--- config.mk ---
export PLATFORM = sky130hd
export DESIGN_NAME = logistic_orbit_scheduler
export DESIGN_NICKNAME = d
export VERILOG_FILES = /design/src/rtl/logistic_orbit_scheduler.sv
export SDC_FILE = /design/constraint.sdc
export NUM_CORES = 1
export LEC_CHECK = 0
export ABC_AREA = 0
export CORE_MARGIN = 10
export CORE_UTILIZATION = 35
export DETAILED_ROUTE_END_ITERATION = 12
export GPL_TIMING_DRIVEN = 0
export HOLD_SLACK_MARGIN = 0.06
export RECOVER_POWER = 25
export SETUP_SLACK_MARGIN = 0.2
export SYNTH_ARGS = -nofsm -noshare
export SYNTH_HDL_FRONTEND = slang
export SYNTH_SLANG_ARGS = --single-unit
--- constraint.sdc ---
create_clock -name CLK -period 11.8 [get_ports CLK]
set_input_delay 2.95 -clock CLK [delete_from_list [all_inputs] [get_ports CLK]]
set_output_delay 2.95 -clock CLK [all_outputs]
set_load 0.02 [all_outputs]
--- src/rtl/logistic_orbit_scheduler.sv ---
// Time-multiplexed logistic-map iterator: N_CH orbits share one registered 18x18 multiplier.
// Optional LOGISTIC_ROUND_EN: round-half-up with saturation on each written orbit value.
module logistic_orbit_scheduler #(
  parameter int N_CH    = 7,
  parameter int MUL_LAT = 2
) (
  input  logic                 CLK,
  input  logic                 RST,
  input  logic                 start,
  input  logic                 abort,
  input  logic [8:0]           times,
  input  logic [17:0]          mu,
  input  logic [16:0]          seed_base,
  output logic                 busy,
  output logic                 done,
  output logic [8:0]           step_count,
  output logic [N_CH*17-1:0]   result_flat
);

  localparam int            CW        = (N_CH > 1) ? $clog2(N_CH) : 1;
  localparam logic [CW-1:0] LAST_CH   = CW'(N_CH - 1);
  localparam logic [2:0]    LAST_WAIT = 3'(MUL_LAT - 1);

  typedef enum logic [2:0] {IDLE, SEED, ISSUE_A, WAIT_A, ISSUE_B, WAIT_B, WRITE} state_t;

  state_t        state, state_nxt;
  logic [8:0]    times_sh;
  logic [17:0]   mu_sh;
  logic [16:0]   result [N_CH];
  logic [CW-1:0] ch_ptr;
  logic [2:0]    wait_cnt;
  logic [35:0]   mul_p [MUL_LAT];
  logic [35:0]   prod_hold;
  logic [17:0]   op_a, op_b;
  logic [16:0]   x_cur, y_cur;
  logic          fin, accept, last_step, finish;

`ifdef LOGISTIC_ROUND_EN
  function automatic logic [16:0] round_sat(input logic [35:0] p);
    logic [36:0] s;
    s = {1'b0, p} + 37'h8000;
    return (s[36:33] != 4'd0) ? 17'h1FFFF : s[32:16];
  endfunction
  assign y_cur = round_sat(prod_hold);
`else
  logic unused_prod_bits;
  assign unused_prod_bits = ^{prod_hold[35:34], prod_hold[15:0]};
  assign y_cur = prod_hold[32:16];
`endif

  assign x_cur     = result[ch_ptr];
  assign accept    = start & ~abort & ~busy & (state == IDLE);
  assign last_step = (ch_ptr == LAST_CH) && ((step_count + 9'd1) == times_sh);
  assign finish    = ~abort & (((state == SEED) && (times_sh == 9'd0)) ||
                               ((state == WRITE) && last_step));

  always_ff @(posedge CLK or posedge RST) begin
    if (RST) state <= IDLE;
    else     state <= state_nxt;
  end

  always_comb begin
    state_nxt = state;
    if (abort) begin
      state_nxt = IDLE;
    end else begin
      case (state)
        IDLE:    if (accept) state_nxt = SEED;
        SEED:    state_nxt = (times_sh == 9'd0) ? IDLE : ISSUE_A;
        ISSUE_A: state_nxt = WAIT_A;
        WAIT_A:  if (wait_cnt == LAST_WAIT) state_nxt = ISSUE_B;
        ISSUE_B: state_nxt = WAIT_B;
        WAIT_B:  if (wait_cnt == LAST_WAIT) state_nxt = WRITE;
        WRITE:   state_nxt = last_step ? IDLE : ISSUE_A;
        default: state_nxt = IDLE;
      endcase
    end
  end

  // Operand select: 1-x is clamped at zero so overshooting orbits collapse instead of wrapping.
  always_comb begin
    op_a = '0;
    op_b = '0;
    if (state == ISSUE_A) begin
      op_a = {1'b0, x_cur};
      op_b = (x_cur >= 17'h10000) ? 18'd0 : (18'h10000 - {1'b0, x_cur});
    end else if (state == ISSUE_B) begin
      op_a = mu_sh;
      op_b = prod_hold[33:16];
    end
  end

  // Multiplier pipeline stages
  always_ff @(posedge CLK or posedge RST) begin
    if (RST) begin
      for (int i = 0; i < MUL_LAT; i++) mul_p[i] <= '0;
    end else begin
      mul_p[0] <= 36'(op_a) * 36'(op_b);
      for (int i = 1; i < MUL_LAT; i++) mul_p[i] <= mul_p[i-1];
    end
  end

  // Sequencing, product capture and orbit write-back
  always_ff @(posedge CLK or posedge RST) begin
    if (RST) begin
      busy       <= 1'b0;
      done       <= 1'b0;
      fin        <= 1'b0;
      step_count <= '0;
      ch_ptr     <= '0;
      wait_cnt   <= '0;
      times_sh   <= '0;
      mu_sh      <= '0;
      prod_hold  <= '0;
      for (int k = 0; k < N_CH; k++) result[k] <= '0;
    end else begin
      done <= fin & ~abort;
      fin  <= finish;
      busy <= ~abort & (state != IDLE);
      if (abort) begin
        wait_cnt <= '0;
      end else begin
        case (state)
          IDLE: if (accept) begin
            times_sh <= times;
            mu_sh    <= mu;
          end
          SEED: begin
            for (int k = 0; k < N_CH; k++) result[k] <= seed_base + 17'(k);
            ch_ptr     <= '0;
            step_count <= '0;
          end
          WAIT_A, WAIT_B: begin
            // The pipeline keeps shifting, so the product is captured on the last wait cycle.
            if (wait_cnt == LAST_WAIT) begin
              wait_cnt  <= '0;
              prod_hold <= mul_p[MUL_LAT-1];
            end else begin
              wait_cnt <= wait_cnt + 3'd1;
            end
          end
          WRITE: begin
            result[ch_ptr] <= y_cur;
            if (ch_ptr == LAST_CH) begin
              ch_ptr     <= '0;
              step_count <= step_count + 9'd1;
            end else begin
              ch_ptr <= ch_ptr + CW'(1);
            end
          end
          default: ;
        endcase
      end
    end
  end

  for (genvar k = 0; k < N_CH; k++) begin : g_flat
    assign result_flat[17*k +: 17] = result[k];
  end

endmodule

==> metrics.txt <==
status=finished, violations left; failing checks=max-capacitance violations, max-slew violations; Critical Path Max Stage Delay=0.62 ns; max layer used=met4; WL final=87.4 mm; Root Driver=clkbuf_16; Critical Path End Type=register; grt ovf=0; Synth Flop Type=dfrtp_1; Clock Sink Count=221; Gate power share=0.380; min-delay worst type=reg2reg; unrepaired setup endpoints after global routing=false; final setup violation count=0; crit path launch=ch_ptr[0]; die area=74300 um2; FP Rows=92; worst skew pair latency=0.61 ns; main combinational cell family by area after synthesis=adder cells; EDFF count, synth=0; Routed Antenna Nets=0; Worst EP arrival=11.34 ns; last weighted congestion value of the routability-driven placer=0.997; period utilisation layout=0.924; Post-DP HPWL=68.6 mm; proportion of synthesized area in mux cells=0.0459; Post-Synth XOR/XNOR Area=0.0518; Seq cells post-synth=221; htree depth=1; I/O Pins=178; P&R area growth vs syn=17.5%; Pwr per Cell Area=136 nW/um2; Slowest cell on crit path=nor4_4; Synth Area in Adders=0.287; filler instances=6307; share of post-route cells with drive strength above 1=0.0706; CP Class=reg2reg; I/O Buffers=172; Tot GR Track Use=0.231; Synth Area per Inst=9.06 um2; crit path launch type=register; Place WS=0.937 ns; DR iter-0 viols=2220; Top Family by Delay on Critical Path=adder cells; Yosys warnings=0; Pwr Total=3550 uW; Slew @ Worst Pin=7.16 ns; post-synthesis cell count=2462; Flop pwr share=0.340; clock buffer depth=3; cell area after synthesis=22300 um2; fin crit period=10.90 ns; die width=272 um; sequential area share after synthesis=0.248; Synth Area in Simple Gates=0.160; CTS clk-pin slew, worst paths=0.07 ns; Rel. slew slack=-3.77; initial core utilization=0.354; syn nets=2870; Max-Cap Viols=1; worst r2r src=ch_ptr[0]; routed length on met2=40.0 mm; Sw Pwr=1450 uW; Die Y=272 um; Max VDD drop=110 uV; critical path's most frequent cell=fa_1; worst setup margin=0.897 ns; skew final=0.0470 ns; Clk pwr share=0.280; initial antenna violation count=2; Residual DRC=0; crit path buf inv count=10; global-route wire length before repair=130 mm; Post-CTS Setup Bufs=0; drt via density=5.48; met3 wire len=7.82 mm; DRT Pass-1 Iters=7; CTS tree=done; Critical Path Fanout Max=10; core footprint=63100 um2; Routed WL per cell=24.7 um; HP Start=mul_p[53]; leakage=0.0119 uW; Critical Path RT=12.24 ns; Hold Fails Final Rpt=0; # nets final=3080; ys async rst share=1.00; Num CTS Buffers=27; hold buffer count at cts=0; Unique masters post-synth=80; Fmax=91.7 MHz; vias in the first global route=20100; pin count of the biggest net entering global routing=125; P_int=2110 uW; met1 wire length=35.7 mm; compound-cell area share of the yosys netlist=0.124; total number of vias=19400; Max Slew Vio Count=125; switching share of power=0.407; post-cts resize count=0
==> logic make-up after synthesis <==
kind of cell | count (synthesis)
xor+xnor | 132
fa+ha+maj | 360
compound gates | 390
buf+inv | 456
flops | 221
simple gates | 816
mux | 87
==> metal layers <==
metal	vias to the layer above	GRT usage
li1	8393	-
met1	9777	0.301
met2	1013	0.373
met5	-	0
met3	221	0.0453
met4	0	0.0956
==> flip-flops by register name, summed over array words and instances, names as in the netlist <==
| signal | cells |
|---|---|
| wait_cnt | 3 |
| times_sh | 9 |
| prod_hold | 18 |
| fin | 1 |
| step_count | 9 |
| mul_p | 36 |
| done | 1 |
| ch_ptr | 3 |
| busy | 1 |
| result_flat | 119 |
| state | 3 |
| mu_sh | 18 |
==> power groups by stage <==
| stage | clock [uW] | sequential (uW) | combinational, uW |
|---|---|---|---|
| floorplan | 0 | 1290 | 542 |
| global placement | 0 | 1210 | 1320 |
| detailed placement | 0 | 1210 | 1340 |
| CTS | 1000 | 1200 | 1350 |
| global route | 1040 | 1220 | 1440 |
| finish | 996 | 1210 | 1350 |
==> final timing paths <==
| check | to | slack, ns | cells after the start |
|---|---|---|---|
| setup / recovery | mul_p[69] | 0.90 | 36 |
| hold / removal | mul_p[17] | 0.31 | 0 |
| setup reg to reg | mul_p[69] | 0.90 | 36 |
| hold reg to reg | mul_p[17] | 0.31 | 0 |
| max in group asynchronous | result_flat[89] | 1.67 | 3 |
| min in group asynchronous | mu_sh[15] | 2.87 | 2 |
==> through the flow <==
step	instance area, um2	hold WS, ns	setup TNS (ns)	utilization	cells
after floorplan	22300	0.331	0	-	2462
after global placement	25100	0.333	-78.72	0.398	3480
after detailed placement	25200	0.335	0	0.400	3489
after CTS	26200	0.311	0	0.416	3538
after global routing	26200	0.326	0	0.416	3538
final	26200	0.308	0	0.416	3539
==> cells in the mapped netlist (9+ instances only) <==
| library cell | count | area share |
|---|---|---|
| buf_6 | 10 | 0.0050 |
| nand3_1 | 33 | 0.0074 |
| inv_1 | 325 | 0.055 |
| a22o_1 | 10 | 0.0039 |
| clkbuf_1 | 82 | 0.014 |
| a211oi_1 | 9 | 0.0030 |
| buf_4 | 9 | 0.0030 |
| ha_1 | 107 | 0.060 |
| nor2b_1 | 10 | 0.0028 |
| nand4_1 | 12 | 0.0034 |
| mux2_2 | 48 | 0.024 |
| mux2i_1 | 30 | 0.013 |
| nand2b_1 | 30 | 0.0084 |
| nor3_1 | 25 | 0.0056 |
| buf_1 | 17 | 0.0029 |
| fa_1 | 253 | 0.23 |
| a22oi_1 | 12 | 0.0040 |
| o22ai_1 | 55 | 0.015 |
| o31ai_1 | 41 | 0.014 |
| a22oi_4 | 9 | 0.0086 |
| buf_2 | 12 | 0.0027 |
| o21a_1 | 20 | 0.0067 |
| xnor2_1 | 70 | 0.027 |
| dfrtp_1 | 221 | 0.25 |
| a21o_1 | 10 | 0.0034 |
| o21ai_0 | 59 | 0.013 |
| nor2_1 | 325 | 0.055 |
| and2_1 | 26 | 0.0073 |
| a21oi_1 | 101 | 0.023 |
| nand2_1 | 303 | 0.051 |
| xor2_1 | 62 | 0.024 |
==> layout make-up <==
| class | instances | area [um2] | area share |
|---|---|---|---|
| Multi-Input combinational cell | 1785 | 14900 | 0.569 |
| Sequential cell | 221 | 5530 | 0.211 |
| Timing Repair Buffer | 181 | 1810 | 0.0690 |
| Inverter | 325 | 1220 | 0.0466 |
| Tap cell | 846 | 1060 | 0.0404 |
| Clock buffer | 30 | 707 | 0.0270 |
| Buffer | 131 | 632 | 0.0241 |
| Clock inverter | 19 | 327 | 0.0125 |
| Antenna cell | 1 | 2.50 | 0.0000954 |
==> cell usage in the layout (no fill, tap or decap), types with 13 or more instances in the layout <==
cell type,count
a21oi_1,101
and2_1,26
buf_1,17
buf_4,15
clkbuf_1,84
clkbuf_16,27
clkdlybuf4s50_1,171
dfrtp_1,221
fa_1,253
ha_1,107
inv_1,324
mux2_2,48
mux2i_1,30
nand2_1,303
nand2b_1,30
nand3_1,33
nor2_1,325
nor3_1,25
o21a_1,20
o21ai_0,52
o21ai_1,13
o22ai_1,55
o31ai_1,41
xnor2_1,70
xor2_1,62
Power figures use the tool's default switching activity.
